File: src/rtl/car_sensor_cond_pkg.sv
// Shared types and encodings for the E/W vehicle sensor conditioner and its neighbours.
// The lights_out field codes match the intersection controller so the top level can decode ew_green.
package car_sensor_cond_pkg;

    typedef enum logic [1:0] {
        ST_IDLE     = 2'd0,
        ST_QUALIFY  = 2'd1,
        ST_REQUEST  = 2'd2,
        ST_SERVICED = 2'd3
    } req_state_e;

    localparam int SYNC_STAGES = 2;

    // lights_out = {ns_light[1:0], ew_light[1:0]}
    localparam logic [1:0] LIGHT_RED    = 2'd0;
    localparam logic [1:0] LIGHT_YELLOW = 2'd1;
    localparam logic [1:0] LIGHT_GREEN  = 2'd2;

    function automatic logic ew_is_green(input logic [3:0] lights_out);
        return (lights_out[1:0] == LIGHT_GREEN);
    endfunction

endpackage

File: src/rtl/car_sensor_cond_sig_debounce.sv
// Two-flop synchroniser followed by a stability counter; the output only follows the input
// after it has differed for DEBOUNCE_CYCLES consecutive cycles. Reusable for pushbuttons.
module sig_debounce
    import car_sensor_cond_pkg::*;
#(
    parameter int DEBOUNCE_CYCLES = 500000,
    parameter int CNT_W           = 21
) (
    input  logic i_clock,
    input  logic i_reset_n,
    input  logic i_din,
    output logic o_dout
);

    localparam logic [CNT_W-1:0] LP_CNT_LAST = CNT_W'(DEBOUNCE_CYCLES - 1);

    logic [SYNC_STAGES-1:0] r_sync;
    logic [CNT_W-1:0]       r_cnt;
    logic                   r_dout;
    logic                   w_s_sync;

    assign w_s_sync = r_sync[SYNC_STAGES-1];
    assign o_dout   = r_dout;

    always_ff @(posedge i_clock or negedge i_reset_n) begin
        if (!i_reset_n) begin
            r_sync <= '0;
            r_cnt  <= '0;
            r_dout <= 1'b0;
        end else begin
            r_sync <= {r_sync[SYNC_STAGES-2:0], i_din};
            // Any return to the current level restarts the count, so it can never wrap.
            if (w_s_sync == r_dout) begin
                r_cnt <= '0;
            end else if (r_cnt == LP_CNT_LAST) begin
                r_dout <= w_s_sync;
                r_cnt  <= '0;
            end else begin
                r_cnt <= r_cnt + 1'b1;
            end
        end
    end

endmodule

File: src/rtl/car_sensor_cond.sv
// Turns the raw E/W loop sensor into a latched car_detected request for the intersection
// controller: debounce, qualify presence for MIN_PRESENT_CYCLES, hold until E/W green, re-arm.
module car_sensor_cond
    import car_sensor_cond_pkg::*;
#(
    parameter int DEBOUNCE_CYCLES    = 500000,
    parameter int MIN_PRESENT_CYCLES = 1000000,
    parameter int CNT_W              = 21
) (
    input  logic       i_clock,
    input  logic       i_reset_n,
    input  logic       i_sensor_raw,
    input  logic       i_ew_green,
    output logic       o_car_detected,
    output logic       o_sensor_clean,
    output logic [1:0] o_req_state
);

    localparam logic [CNT_W-1:0] LP_PRES_LAST = CNT_W'(MIN_PRESENT_CYCLES - 1);

    req_state_e       r_state;
    req_state_e       w_state_nxt;
    logic [CNT_W-1:0] r_pres_cnt;
    logic [CNT_W-1:0] w_pres_nxt;
    logic             r_car;
    logic             w_clean;

    sig_debounce #(
        .DEBOUNCE_CYCLES (DEBOUNCE_CYCLES),
        .CNT_W           (CNT_W)
    ) u_debounce (
        .i_clock   (i_clock),
        .i_reset_n (i_reset_n),
        .i_din     (i_sensor_raw),
        .o_dout    (w_clean)
    );

    always_comb begin
        w_state_nxt = r_state;
        w_pres_nxt  = r_pres_cnt;
        case (r_state)
            ST_IDLE: begin
                if (w_clean) begin
                    w_state_nxt = ST_QUALIFY;
                    w_pres_nxt  = '0;
                end
            end
            ST_QUALIFY: begin
                // Car leaving beats a green already showing, which beats qualification expiry.
                if (!w_clean) begin
                    w_state_nxt = ST_IDLE;
                end else if (i_ew_green) begin
                    w_state_nxt = ST_SERVICED;
                end else if (r_pres_cnt == LP_PRES_LAST) begin
                    w_state_nxt = ST_REQUEST;
                end else begin
                    w_pres_nxt = r_pres_cnt + 1'b1;
                end
            end
            ST_REQUEST: begin
                if (i_ew_green) begin
                    w_state_nxt = ST_SERVICED;
                end
            end
            ST_SERVICED: begin
                if (!w_clean && !i_ew_green) begin
                    w_state_nxt = ST_IDLE;
                end
            end
            default: begin
                w_state_nxt = ST_IDLE;
            end
        endcase
    end

    always_ff @(posedge i_clock or negedge i_reset_n) begin
        if (!i_reset_n) begin
            r_state    <= ST_IDLE;
            r_pres_cnt <= '0;
            r_car      <= 1'b0;
        end else begin
            r_state    <= w_state_nxt;
            r_pres_cnt <= w_pres_nxt;
            // Registered from next state so it tracks REQUEST with no extra cycle of lag.
            r_car      <= (w_state_nxt == ST_REQUEST);
        end
    end

    assign o_car_detected = r_car;
    assign o_sensor_clean = w_clean;
    assign o_req_state    = r_state;

endmodule
File: config.mk
export PLATFORM = sky130hd
export DESIGN_NAME = car_sensor_cond
export DESIGN_NICKNAME = d
export VERILOG_FILES = /design/src/rtl/car_sensor_cond_pkg.sv /design/src/rtl/car_sensor_cond_sig_debounce.sv /design/src/rtl/car_sensor_cond.sv
export SDC_FILE = /design/constraint.sdc
export NUM_CORES = 1
export LEC_CHECK = 0
export BUFFER_PORTS_ARGS = -buffer_cell sky130_fd_sc_hd__buf_2
export CORE_UTILIZATION = 60
export DETAILED_ROUTE_END_ITERATION = 8
export HOLD_SLACK_MARGIN = 0.12
export PLACE_DENSITY = 0.77
export SYNTH_ARGS = -nofsm -noshare
export SYNTH_HDL_FRONTEND = slang
export SYNTH_SLANG_ARGS = --single-unit
export TNS_END_PERCENT = 1
File: constraint.sdc
create_clock -name i_clock -period 3.27 [get_ports i_clock]
set_input_delay 0.4905 -clock i_clock [delete_from_list [all_inputs] [get_ports i_clock]]
set_output_delay 0.4905 -clock i_clock [all_outputs]
set_load 0.02 [all_outputs]
# ---- Word level (Yosys, flattened, before mapping)
# Cells that the tools add are included.
dict set report word_totals {
  reg_bits 48
  word_cells 41
}
dict set report classes {
  n_addsub 2
  eq_ne 11
  mux 14
  n_bitwise 1
  reduce_logical 7
}
# operator count
set ops {}
lappend ops {{two-way mux 21 bit} 6}
lappend ops {{adder 21 x 1 -> 21 bit (second input constant)} 2}
lappend ops {{case mux 21 bit (2 select lines)} 1}
lappend ops {{== test 21 x 19 -> 1 bit (second input constant)} 1}
lappend ops {{== test 21 x 20 -> 1 bit (second input constant)} 1}
lappend ops {{two-way mux 2 bit} 6}
lappend ops {{case mux 2 bit (4 select lines)} 1}
lappend ops {{== test 2 bit (second input constant)} 3}
lappend ops {{AND reduction 5 bit} 1}
lappend ops {{inequality test 2 x 1 -> 1 bit (second input constant)} 2}
lappend ops {{inequality test 2 bit (second input constant)} 2}
lappend ops {{== test 2 x 1 -> 1 bit (second input constant)} 1}
lappend ops {{logical NOT 1 bit} 2}
lappend ops {{logical NOT 2 bit} 1}
lappend ops {{AND reduction 2 bit} 1}
lappend ops {{nonzero test 2 bit} 1}
lappend ops {{== test 1 bit} 1}
lappend ops {{logical AND 1 bit} 1}
lappend ops {{inverter 1 bit} 1}

# ---- Longest topological paths before layout
dict set report logic_depth {
  depth_word 6
  depth_mapped 7
  mapped_depth_nobuf 6
}

# ---- By module
# From an unflattened synthesis, not the netlist that was laid out.
dict set report unflattened {
  hier_cells 274
  area_unflattened_um2 2552.4
}
# module n_inst cells_per_inst area_each_um2 seq_area_each_um2
set by_module_without_submodules {}
lappend by_module_without_submodules {car_sensor_cond 1 158 1392.6 600.6}
lappend by_module_without_submodules {sig_debounce 1 116 1159.9 600.6}

# ---- Worst setup path before layout
# No wires, ideal clock.
dict set report synth_path {
  path_kind {flip-flop to flip-flop}
  from {register r_pres_cnt[6]}
  to {register r_pres_cnt[1]}
  t_arrival_ps 1930
  path_slack_ps 1260
  stages_incl_launch_ff 7
  cell_sequence {dfrtp_1 or4_4 nor4_4 and2_1 buf_6 or2b_2 mux2i_1}
}
dict set report synth_between {
  elab_chain_cells 3
}
# element line_no
set synth_lines {}
lappend synth_lines {{start: declaration} car_sensor_cond.sv:23} ;# logic [CNT_W-1:0] r_pres_cnt;
lappend synth_lines {{start signal: assignment} car_sensor_cond.sv:83} ;# r_pres_cnt <= w_pres_nxt;
lappend synth_lines {{== test 21 x 20 -> 1 bit} car_sensor_cond.sv:54} ;# end else if (r_pres_cnt == LP_PRES_LAST) begin
lappend synth_lines {{inequality test 2 bit (no line)} n/a}
lappend synth_lines {{AND reduction 5 bit (no line)} n/a}
# No other way between the ends.
# A chain may end at the register's enable or synchronous reset.

# ---- Final worst setup path
# Ends and elaborated chain as after synthesis.

==> flow_summary.json <==
{
  "drtIter0Drc": 96,
  "insertion_delay_ps": 300,
  "r2r_cells": 5,
  "hold_viol": 0,
  "layout_min_cycle_time_ps": 2370,
  "synth.most_common_cell": "dfrtp_1",
  "clkSinkCount": 48,
  "path_class": "reg2reg",
  "p_leak_uw": 0.00111,
  "yosysTopAreaCell": "dfrtp_1",
  "dpl.hpwl_mm": 3.14,
  "synth_nets": 254,
  "hold_class": "in2reg",
  "grt-ovfl-total": 0,
  "num_rows": 22,
  "antenna_cells": 0,
  "htree_levels": 2,
  "grt_setup_unrepaired": "no",
  "clock_skew_ps": 8.18,
  "die-area_sq_um": 4260,
  "postRouteAntennaNets": 0,
  "gp_congestion": 0.787,
  "worst_setup_path_end_kind": "register",
  "cp_slowest_cell": "or4_4",
  "powerDensity_nw_per_um2": 407,
  "crit_fanout": 10,
  "synth-seq-cells": 48,
  "arrival_ps": 2590,
  "worstHoldStart": "i_sensor_raw",
  "hold_depth": 1,
  "status": "finished clean",
  "netlist_top_cells_count": "48 x dfrtp_1, 42 x nor2_1, 21 x xnor2_1, 19 x nand2_1, 19 x nand3_1",
  "via_count": 1764,
  "post_drt_wl_per_cell_um": 14.8,
  "r2r-end": "r_pres_cnt[1]$_DFFE_PN0P_",
  "synth_area_sq_um": 2400,
  "synth.distinct_cells": 38,
  "path_buf_inv": 0,
  "port_buffers": 7,
  "hold_buffers": 0,
  "synth_edf_count": 0,
  "drive_above_1_share": 0.0895,
  "layout.cells.non_filler": 305,
  "cts_tree": "built",
  "die_w_um": 65.3,
  "final_nets": 262,
  "area_delta_synth_final_pct": 7.35,
  "relSlewSlack": 0.315,
  "fin_util": 0.689,
  "fmaxAchievable_mhz": 422,
  "fin_crit_sh": 0.725,
  "rrSetupSlack_ps": 900,
  "synthTopCellsByArea": "dfrtp_1 50%, xnor2_1 7.7%, nor2_1 6.6%, xor2_1 5.1%, nand3_1 4.0%",
  "irDropWorstVdd_mv": 0.274,
  "worstPathCellList": "or4_4 -> nor4_4 -> and2_1 -> or2b_2 -> mux2i_1",
  "cts-buffers-inserted": 5,
  "dp.cells": 297,
  "setup_violations": 0,
  "synth_top_area_share": 0.500,
  "grt_max_degree": 49,
  "post_cts_buffers": 0,
  "vias_per_cell": 5.78,
  "holdWs_ps": 289,
  "cts_resized": 0,
  "die_h_um": 65.3,
  "start_util": 0.641,
  "ys_warn_count": 0,
  "synth_flop_cell": "dfrtp_1",
  "slowest_delay_ps": 570,
  "ys_seq_area_frac": 0.500,
  "grt_pass1_wl_mm": 7.81,
  "worst_setup_path_start_kind": "register",
  "clock-root-buffer": "clkbuf_8",
  "cp.depth": 5,
  "drtPass1Iterations": 5,
  "synth_cells": 248,
  "cpLargestDelayFamily": "simple AND/OR/NAND/NOR gates",
  "ios": 8,
  "ctsLongestPathBuffers": 2,
  "drv_slew": 0,
  "wl_mm": 4.52,
  "tightest_slew_ps": 1030,
  "synthArstFlopShare": 1.00,
  "core_area_sq_um": 3740,
  "cts.clk_slew.worst_paths_ps": 90,
  "whs_endpoint": "u_debounce.r_sync[0]$_DFF_PN0_",
  "grtUsageTotal": 0.246,
  "worstPathRequired_ps": 3490,
  "grt_pass1_vias": 1707,
  "avgSynthCellArea_sq_um": 9.68,
  "r2r_start": "r_pres_cnt[6]$_DFFE_PN0P_",
  "fin_tns_setup_ps": 0,
  "drc": 0,
  "antenna_found_initial": 0,
  "cap_violations": 0
}
-- state kept, by name, indices dropped and copies added, names as in the netlist --
name               count
u_debounce.o_dout      1
u_debounce.r_sync      2
r_pres_cnt            21
o_car_detected         1
o_req_state            2
u_debounce.r_cnt      21
-- cell type report --
class	instances	area (sq um)
inverters	5	18.8
fillers	311	1170
clock buffers	5	68.8
multi-input cells	188	1140
well taps	48	60.1
repair buffers	8	42.5
clock inverters	3	42.5
flip-flops and latches	48	1200
-- cells by family after synthesis --
logic type,count (synthesis),share of synthesized area
adders and majority gates,2,0.0104
xor gates and xnor gates,35,0.128
AOI/OAI and AO/OA,19,0.0485
buffers and inverters,12,0.0234
muxes,2,0.00886
DFF,48,0.500
and+or+nand+nor,130,0.281
-- layout by cell type (no fill, tap or decap), types with 2 or more instances in the layout --
cell type	n
dfrtp_1	48
nor2_1	42
xnor2_1	21
nand3_1	19
nand2_1	19
xor2_1	14
a21oi_1	9
and3_1	7
nand4_1	7
nor4_1	7
nor3_1	7
buf_2	7
inv_1	5
clkbuf_8	5
or3_1	4
and4_1	3
o211ai_1	3
o21ai_0	3
nor3b_1	2
and2_1	2
a211o_1	2
ha_1	2
-- metal layers --
metal	track usage	share of wire	vias up
li1	-	-	873
met1	0.353	0.50	841
met2	0.360	0.44	44
met3	0.0538	0.037	6
met4	0.0978	0.014	0
met5	0	0	-
-- power by group --
| part | total (uW) | internal [uW] | switching (uW) |
|---|---|---|---|
| Sequential | 601 | 597 | 3.94 |
| Clock | 424 | 226 | 198 |
| Combinational | 24.5 | 5.18 | 19.4 |
| Total | 1050 | 829 | 221 |
-- stage by stage --
| step | instance area (sq um) | total power (uW) | worst slack (ps) |
|---|---|---|---|
| floorplan | 2400 | 622 | 1260 |
| global placement | 2470 | 638 | 989 |
| detailed placement | 2470 | 638 | 952 |
| CTS | 2580 | 1060 | 919 |
| global route | 2580 | 1080 | 705 |
| finish | 2580 | 1050 | 900 |
-- how the worst max path moves through the flow --
stage | startpoint | to | slack (ps)
floorplan | r_pres_cnt[6]$_DFFE_PN0P_ | r_pres_cnt[1]$_DFFE_PN0P_ | 1260
global placement | r_pres_cnt[6]$_DFFE_PN0P_ | r_pres_cnt[1]$_DFFE_PN0P_ | 990
detailed placement | r_pres_cnt[6]$_DFFE_PN0P_ | r_pres_cnt[1]$_DFFE_PN0P_ | 950
CTS | r_pres_cnt[6]$_DFFE_PN0P_ | r_pres_cnt[1]$_DFFE_PN0P_ | 920
global route | u_debounce.o_dout$_DFFE_PN0P_ | r_pres_cnt[15]$_DFFE_PN0P_ | 710
finish | r_pres_cnt[6]$_DFFE_PN0P_ | r_pres_cnt[1]$_DFFE_PN0P_ | 900
No activity file was read; power rests on OpenSTA's default activity.
